**src/rtl/huffman_stream_enc.sv**
```systemverilog
// Serial Huffman encoder: symbol in, run-time loadable code table, code bits out LSB-first.
// One symbol may load in the same cycle its predecessor's final bit leaves, so no bubble bits are inserted.
module huffman_stream_enc #(
  parameter int SYM_W   = 5,
  parameter int MAX_LEN = 9,
  parameter int LEN_W   = 4,
  parameter int CNT_W   = 16
) (
  input  logic               clk,
  input  logic               rst_n,
  input  logic               tbl_we,
  input  logic [SYM_W-1:0]   tbl_addr,
  input  logic [MAX_LEN-1:0] tbl_code,
  input  logic [LEN_W-1:0]   tbl_len,
  input  logic               sym_valid,
  input  logic [SYM_W-1:0]   sym,
  output logic               sym_ready,
  output logic               bit_valid,
  output logic               bit_out,
  output logic               bit_last,
  input  logic               bit_ready,
  output logic               err_sticky,
  input  logic               err_clr,
  output logic [CNT_W-1:0]   sym_count
);

  localparam int DEPTH = 2**SYM_W;

  typedef enum logic {IDLE = 1'b0, SHIFT = 1'b1} state_t;

  state_t             state, state_nxt;
  logic [MAX_LEN-1:0] code_tbl [DEPTH];
  logic [LEN_W-1:0]   len_tbl  [DEPTH];
  logic [MAX_LEN-1:0] shift_q;
  logic [LEN_W-1:0]   remaining;
  logic [LEN_W-1:0]   wr_len;
  logic [LEN_W-1:0]   ent_len;
  logic [MAX_LEN-1:0] ent_code;
  logic               accept, beat, load, drop;

  // Over-long entries are clamped once here so the shifter never runs past MAX_LEN.
  assign wr_len   = (tbl_len > LEN_W'(MAX_LEN)) ? LEN_W'(MAX_LEN) : tbl_len;
  assign ent_len  = len_tbl[sym];
  assign ent_code = code_tbl[sym];

  assign accept = sym_valid & sym_ready;
  assign beat   = bit_valid & bit_ready;
  assign load   = accept & (ent_len != '0);
  assign drop   = accept & (ent_len == '0);

  always_ff @(posedge clk or negedge rst_n) begin
    if (!rst_n) begin
      for (int i = 0; i < DEPTH; i++) begin
        code_tbl[i] <= '0;
        len_tbl[i]  <= '0;
      end
    end else if (tbl_we) begin
      code_tbl[tbl_addr] <= tbl_code;
      len_tbl[tbl_addr]  <= wr_len;
    end
  end

  always_ff @(posedge clk or negedge rst_n) begin
    if (!rst_n) state <= IDLE;
    else        state <= state_nxt;
  end

  always_comb begin
    state_nxt = state;
    case (state)
      IDLE:    if (load) state_nxt = SHIFT;
      SHIFT:   if (beat && bit_last) state_nxt = load ? SHIFT : IDLE;
      default: state_nxt = IDLE;
    endcase
  end

  always_comb begin
    bit_valid = 1'b0;
    bit_out   = 1'b0;
    bit_last  = 1'b0;
    sym_ready = 1'b1;
    case (state)
      IDLE: ;
      SHIFT: begin
        bit_valid = 1'b1;
        bit_out   = shift_q[0];
        bit_last  = (remaining == LEN_W'(1));
        sym_ready = bit_last & bit_ready;
      end
      default: ;
    endcase
  end

  always_ff @(posedge clk or negedge rst_n) begin
    if (!rst_n) begin
      shift_q   <= '0;
      remaining <= '0;
    end else if (load) begin
      shift_q   <= ent_code;
      remaining <= ent_len;
    end else if (beat) begin
      shift_q   <= shift_q >> 1;
      remaining <= remaining - LEN_W'(1);
    end
  end

  // A drop in the same cycle as err_clr keeps the flag set.
  always_ff @(posedge clk or negedge rst_n) begin
    if (!rst_n)       err_sticky <= 1'b0;
    else if (drop)    err_sticky <= 1'b1;
    else if (err_clr) err_sticky <= 1'b0;
  end

  always_ff @(posedge clk or negedge rst_n) begin
    if (!rst_n)                sym_count <= '0;
    else if (beat && bit_last) sym_count <= sym_count + CNT_W'(1);
  end

endmodule

```
**config.mk**
```make
export PLATFORM = sky130hd
export DESIGN_NAME = huffman_stream_enc
export DESIGN_NICKNAME = d
export VERILOG_FILES = /design/src/rtl/huffman_stream_enc.sv
export SDC_FILE = /design/constraint.sdc
export NUM_CORES = 1
export LEC_CHECK = 0
export BUFFER_PORTS_ARGS = -buffer_cell sky130_fd_sc_hd__buf_2
export CELL_PAD_IN_SITES_DETAIL_PLACEMENT = 1
export CELL_PAD_IN_SITES_GLOBAL_PLACEMENT = 1
export CORE_UTILIZATION = 42
export CTS_CLUSTER_SIZE = 30
export DETAILED_ROUTE_END_ITERATION = 6
export GPL_TIMING_DRIVEN = 0
export PLACE_DENSITY = 0.78
export SKIP_LAST_GASP = 1
export SLEW_MARGIN = 20
export SYNTH_ARGS = -nofsm -noshare
export SYNTH_HDL_FRONTEND = slang
export SYNTH_SLANG_ARGS = --single-unit
```
**constraint.sdc**
```tcl
create_clock -name clk -period 2 [get_ports clk]
set_input_delay 0 -clock clk [delete_from_list [all_inputs] [get_ports clk]]
set_output_delay 0 -clock clk [all_outputs]
set_load 0.02 [all_outputs]
```
[After elaboration in Yosys (flattened, before gate mapping)]
Cells that the tools add are included.
Word-level totals
  register bits: 447
  logic and storage cells: 116
  input bits: 29
Cells by class
  $add $sub $neg: 2
  reduce and logical (&&, ||, !) cells: 6
  eq/ne operators: 1
  order comparisons: 4
  bitwise gates (word level): 8
  mux-type cells: 26
Operators by type and width (count)
  $bwmux W288: 1
  $bwmux W128: 1
  $bmux W9 S5: 1
  $demux W9 S5: 1
  $mux W9: 5
  $mux W4: 6
  $bmux W4 S5: 1
  $demux W4 S5: 1
  $add A16 B1 Y16 const B: 1
  $ge A6 B6 Y1 const B: 2
  $not A5 Y6: 2
  $mux W1: 8
  $lt A6 B1 Y1 const B: 1
  $and A1 B1 Y1: 5
  $eq A4 B1 Y1 const B: 1
  $gt A4 B4 Y1 const B: 1
  $logic_not A4 Y1: 1
  $reduce_bool A2 Y1: 2
  $reduce_bool A4 Y1: 1
  $sub A4 B1 Y4 const B: 1
  $logic_and A1 B1 Y1: 2
  $pmux W1 S2: 1
  $not A1 Y1: 1

[Logic depth before layout (Yosys ltp)]
  depth after elaboration: 9
  depth in mapped cells: 8
  gate-level depth less buffers: 7

[Worst setup path before layout]
OpenSTA, ideal clock, no wires.
  path type: input to register
  from: input sym[0]
  to: register shift_q[8]
  arrival: 2.092 ns
  buffers on the path: 3
  data required time: 1.867 ns
  cell stages on the path: 7
  setup slack: -0.225 ns
  library setup time: 0.133 ns
  cells stage by stage: buf_2 -> clkbuf_1 -> buf_2 -> mux4_2 -> mux4_2 -> mux2i_1 -> mux2i_1
Between the ends
  longest elaborated chain between the ends: 7
  elaborated cells between the ends (all ways): 11
Ends and longest elaborated chain
  start: declaration: RTL line 16  | input logic [SYM_W-1:0] sym,
  $not A5 Y6 (not written as such) (*): RTL line 43, 44
  $bmux W4 S5: RTL line 43  | assign ent_len = len_tbl[sym];
  $mux W4 (not written as such) (2 in a row): RTL line 43
  $reduce_bool A4 Y1: RTL line 48  | assign load = accept & (ent_len != '0);
  $and A1 B1 Y1: RTL line 48
  $mux W9 or $reduce_bool A2 Y1 (tied branches)
  end signal: assignment: RTL line 99  | shift_q <= ent_code;
  end signal: assignment: RTL line 102  | shift_q <= shift_q >> 1;
  end: declaration: RTL line 34  | logic [MAX_LEN-1:0] shift_q;
Mark *: on every way between the ends. The rest lies on a longest branch, timed or not. The select of a mux whose other input is x is not followed.
A chain may end at the register's enable or synchronous reset.

[Final worst setup path]
  from: input sym[4]
  to: register shift_q[1]
The elaborated chain is that of the path after synthesis.

==> summary.md <==
| Metric | Value |
|---|---|
| Starting Density | `0.4299` |
| ANT cells | `0` |
| Mapped Area | `20,190 µm²` |
| Mapped Cells | `1,703` |
| Synth warnings | `0` |
| Initial detailed-routing violation count | `1,178` |
| Maxcap violations | `0` |
| Full die area | `48,940 µm²` |
| WL final | `64,240 µm` |
| #FFs+latches synth | `447` |
| RSZ-0062 raised after global routing | `true` |
| First-pass GRT wire length | `98,860 µm` |
| Reg2reg path depth | `7` |
| CTS Buffer Depth | `3` |
| Fmax | `0.3975 GHz` |
| Die Span X | `221.2 µm` |
| Status | `complete, but fails checks` |
| Layout cells sized above 1 | `0.2465` |
| Clock-pin slew on the worst setup and hold paths | `0.06 ns` |
| Worst r2r dst | `shift_q[2]` |
| Htree depth | `2` |
| CTS Buf Count | `50` |
| Data arrival, critical path | `2.96 ns` |
| Detailed Place HPWL | `42,780 µm` |
| Distinct cells, synth | `36` |
| CTS Root Cell | `clkbuf_16` |
| Final Max Slew Viols | `0` |
| Critical Path, Cell by Cell | `buf_2 -> clkbuf_1 -> clkbuf_1 -> mux4_2 -> mux2i_1 -> mux2i_1` |
| PortBufs | `42` |
| Total GRT Usage | `0.2689` |
| Leading area contributor after synthesis | `dfrtp_1` |
| Element type at the critical path end | `flop` |
| Power density over cell area | `1104 nW/µm²` |
| Cell Rows | `79` |
| Worst-Skew Late Latency | `0.60 ns` |
| Fin crit share | `1.258` |
| CP Max Fanout | `10` |
| Gpl congestion | `0.8878` |
| R2r startpoint | `len_tbl[35]` |
| Nets | `1,859` |
| # clock sinks | `447` |
| Hold Violations, Final | `0` |
| Remaining DRCs | `0` |
| Dpl ws | `-1.067 ns` |
| Area delta synth->final | `15.83%` |
| Commonest cells after routing, fill and taps aside | `619 x nand2_1, 447 x dfrtp_1, 161 x mux2_2` |
| Slowest CP cell | `clkbuf_1` |
| Setup Crit Path Kind | `primary input to flop` |
| R2R setup slack | `-0.39 ns` |
| Final worst path period need | `2.516 ns` |
| Vias in the first global route | `15.93k` |
| Worst Hold Class | `primary input to flop` |
| Worst setup margin | `-0.5159 ns` |
| Setup Skew | `0.01877 ns` |
| Crit-path leading delay family | `buffers and inverters` |
| Slew @ Worst Pin | `1.221 ns` |
| Die Ht | `221.2 µm` |
| Synthesized area per cell | `11.85 µm²` |
| CP Launch Type | `primary input` |
| Max incr delay on CP | `0.86 ns` |
| Seq/Total Area, Yosys | `0.5541` |
| Maximum vdd ir drop | `577.7 µV` |
| Crit. path cell count | `6` |
| Initial antenna violation count | `1` |
| Tot Pwr | `25,820 µW` |
| Slew margin rel. | `0.1832` |
| Area contributors post-synth | `dfrtp_1 55%, mux4_2 15%, nand2_1 12%` |
| CP Buf/Inv Count | `3` |
| Setup violations, final | `15` |
| Vias | `14.50k` |
| Top Ports | `50` |
| Grt total ovfl | `0` |
| Failing checks | `setup timing` |
| Largest net degree at the start of global routing | `102` |
| Leakage power figure | `0.01099 µW` |
| First drt pass iteration count | `5` |
| Detail-routed via count per cell | `5.865` |
| DRT antenna net count | `0` |
| Mapped Nets | `1,735` |
| CTS tree | `built` |
| Top-area cell type share of the netlist area | `0.5541` |
| Crit path from | `sym[4]` |
| Core area | `46,950 µm²` |
| HP Start | `tbl_len[3]` |
| Setup crit end | `shift_q[1]` |
| Most common cell after layout, fill and taps aside | `nand2_1` |
| Worst EP required | `2.45 ns` |
| WL/cell | `25.97 µm` |
[synth_stat cells]
master	number
nand2_1	619
dfrtp_1	447
mux2_2	161
mux4_2	130
clkbuf_1	98
o21ai_0	96
mux2i_1	33
nor2_1	26
buf_2	10
nand3_1	10
xnor2_1	10
xor2_1	7
buf_6	5
inv_1	5
nor3b_1	5
and2_1	4
and3_1	4
or2_2	4
buf_1	3
ha_1	3
nor3_1	3
and3b_1	2
and4_1	2
nand2b_1	2
nand3b_1	2
nand4_1	2
a21bo_1	1
a21bo_2	1
a21oi_1	1
a41oi_2	1
and2_0	1
nor4_1	1
o21a_1	1
o22ai_1	1
o31ai_1	1
or3b_2	1
[timing repair]
item                       in CTS  in global routing
setup endpoints to repair      42                 17
hold buffers                   17                  3
gates resized for setup        12                 10
pin swaps                       2                  5
setup buffers                   4                  2
hold endpoints to repair      232                  8
[state kept, by name, summed over array words and instances, names as in the netlist]
register,count
code_tbl,288
err_sticky,1
len_tbl,128
remaining,4
shift_q,9
state,1
sym_count,16
[how the worst min path moves through the flow]
stage,slack [ns],cells after the start,to
6_report,0.05,2,len_tbl[55]
5_1_grt,0.06,2,len_tbl[51]
4_1_cts,-0.06,2,len_tbl[53]
3_5_place_dp,-0.02,1,len_tbl[53]
3_3_place_gp,0.20,2,err_sticky
2_1_floorplan,-0.30,0,code_tbl[0]
[final cells by class]
cell class,instances,area (µm²)
Fill cell,4915,23570
Sequential cell,447,11190
Multi-Input combinational cell,1135,8598
Clock buffer,76,1480
Tap cell,607,759.5
Timing Repair Buffer,73,636.9
Buffer,115,509.2
Clock inverter,15,192.7
Inverter,5,18.77
[power breakdown]
part	internal [µW]	leakage [µW]	switching, µW	total (µW)
registers	10700	0.00579	1020	11800
clock network	5620	0.000815	3860	9470
logic	2250	0.00438	2330	4590
[worst register-to-register path, delay by kind of cell (launching register included)]
kind            cells  cell delay, ns
flops               1            0.38
mux                 4            1.39
compound gates      1            0.13
buf+inv             2            0.35
[cell families (layout without fill, tap and decap cells)]
kind of cell,Yosys count,in the layout,synth area share
simple gates,688,688,0.1335
flops,447,447,0.5541
mux,324,324,0.2512
buf+inv,121,284,0.02498
compound gates,103,103,0.02690
xor+xnor,17,17,0.007376
fa+ha+maj,3,3,0.001860
[stage by stage]
| stage | instances | instance area, µm² | TNS (ns) | util | hold WS [ns] |
|---|---|---|---|---|---|
| 2_1_floorplan | 1703 | 20210 | -1.403 | - | -0.2956 |
| 5_1_grt | 2473 | 23380 | -5.857 | 0.4980 | 0.06152 |
| 3_5_place_dp | 2357 | 21330 | -64.27 | 0.4543 | -0.01903 |
| 4_1_cts | 2468 | 23270 | -5.190 | 0.4957 | -0.05820 |
| 3_3_place_gp | 2352 | 21180 | -3536.84 | 0.4512 | 0.1969 |
| 6_report | 2473 | 23380 | -5.572 | 0.4980 | 0.04849 |
[metal layers]
metal,wire (µm),vias up,global-route usage
met5,13,-,0
met4,2559,2,0.1090
met3,4471,151,0.05962
met2,31160,558,0.4384
met1,26030,7720,0.3493
li1,-,6072,-
Power figures use the tool's default switching activity.
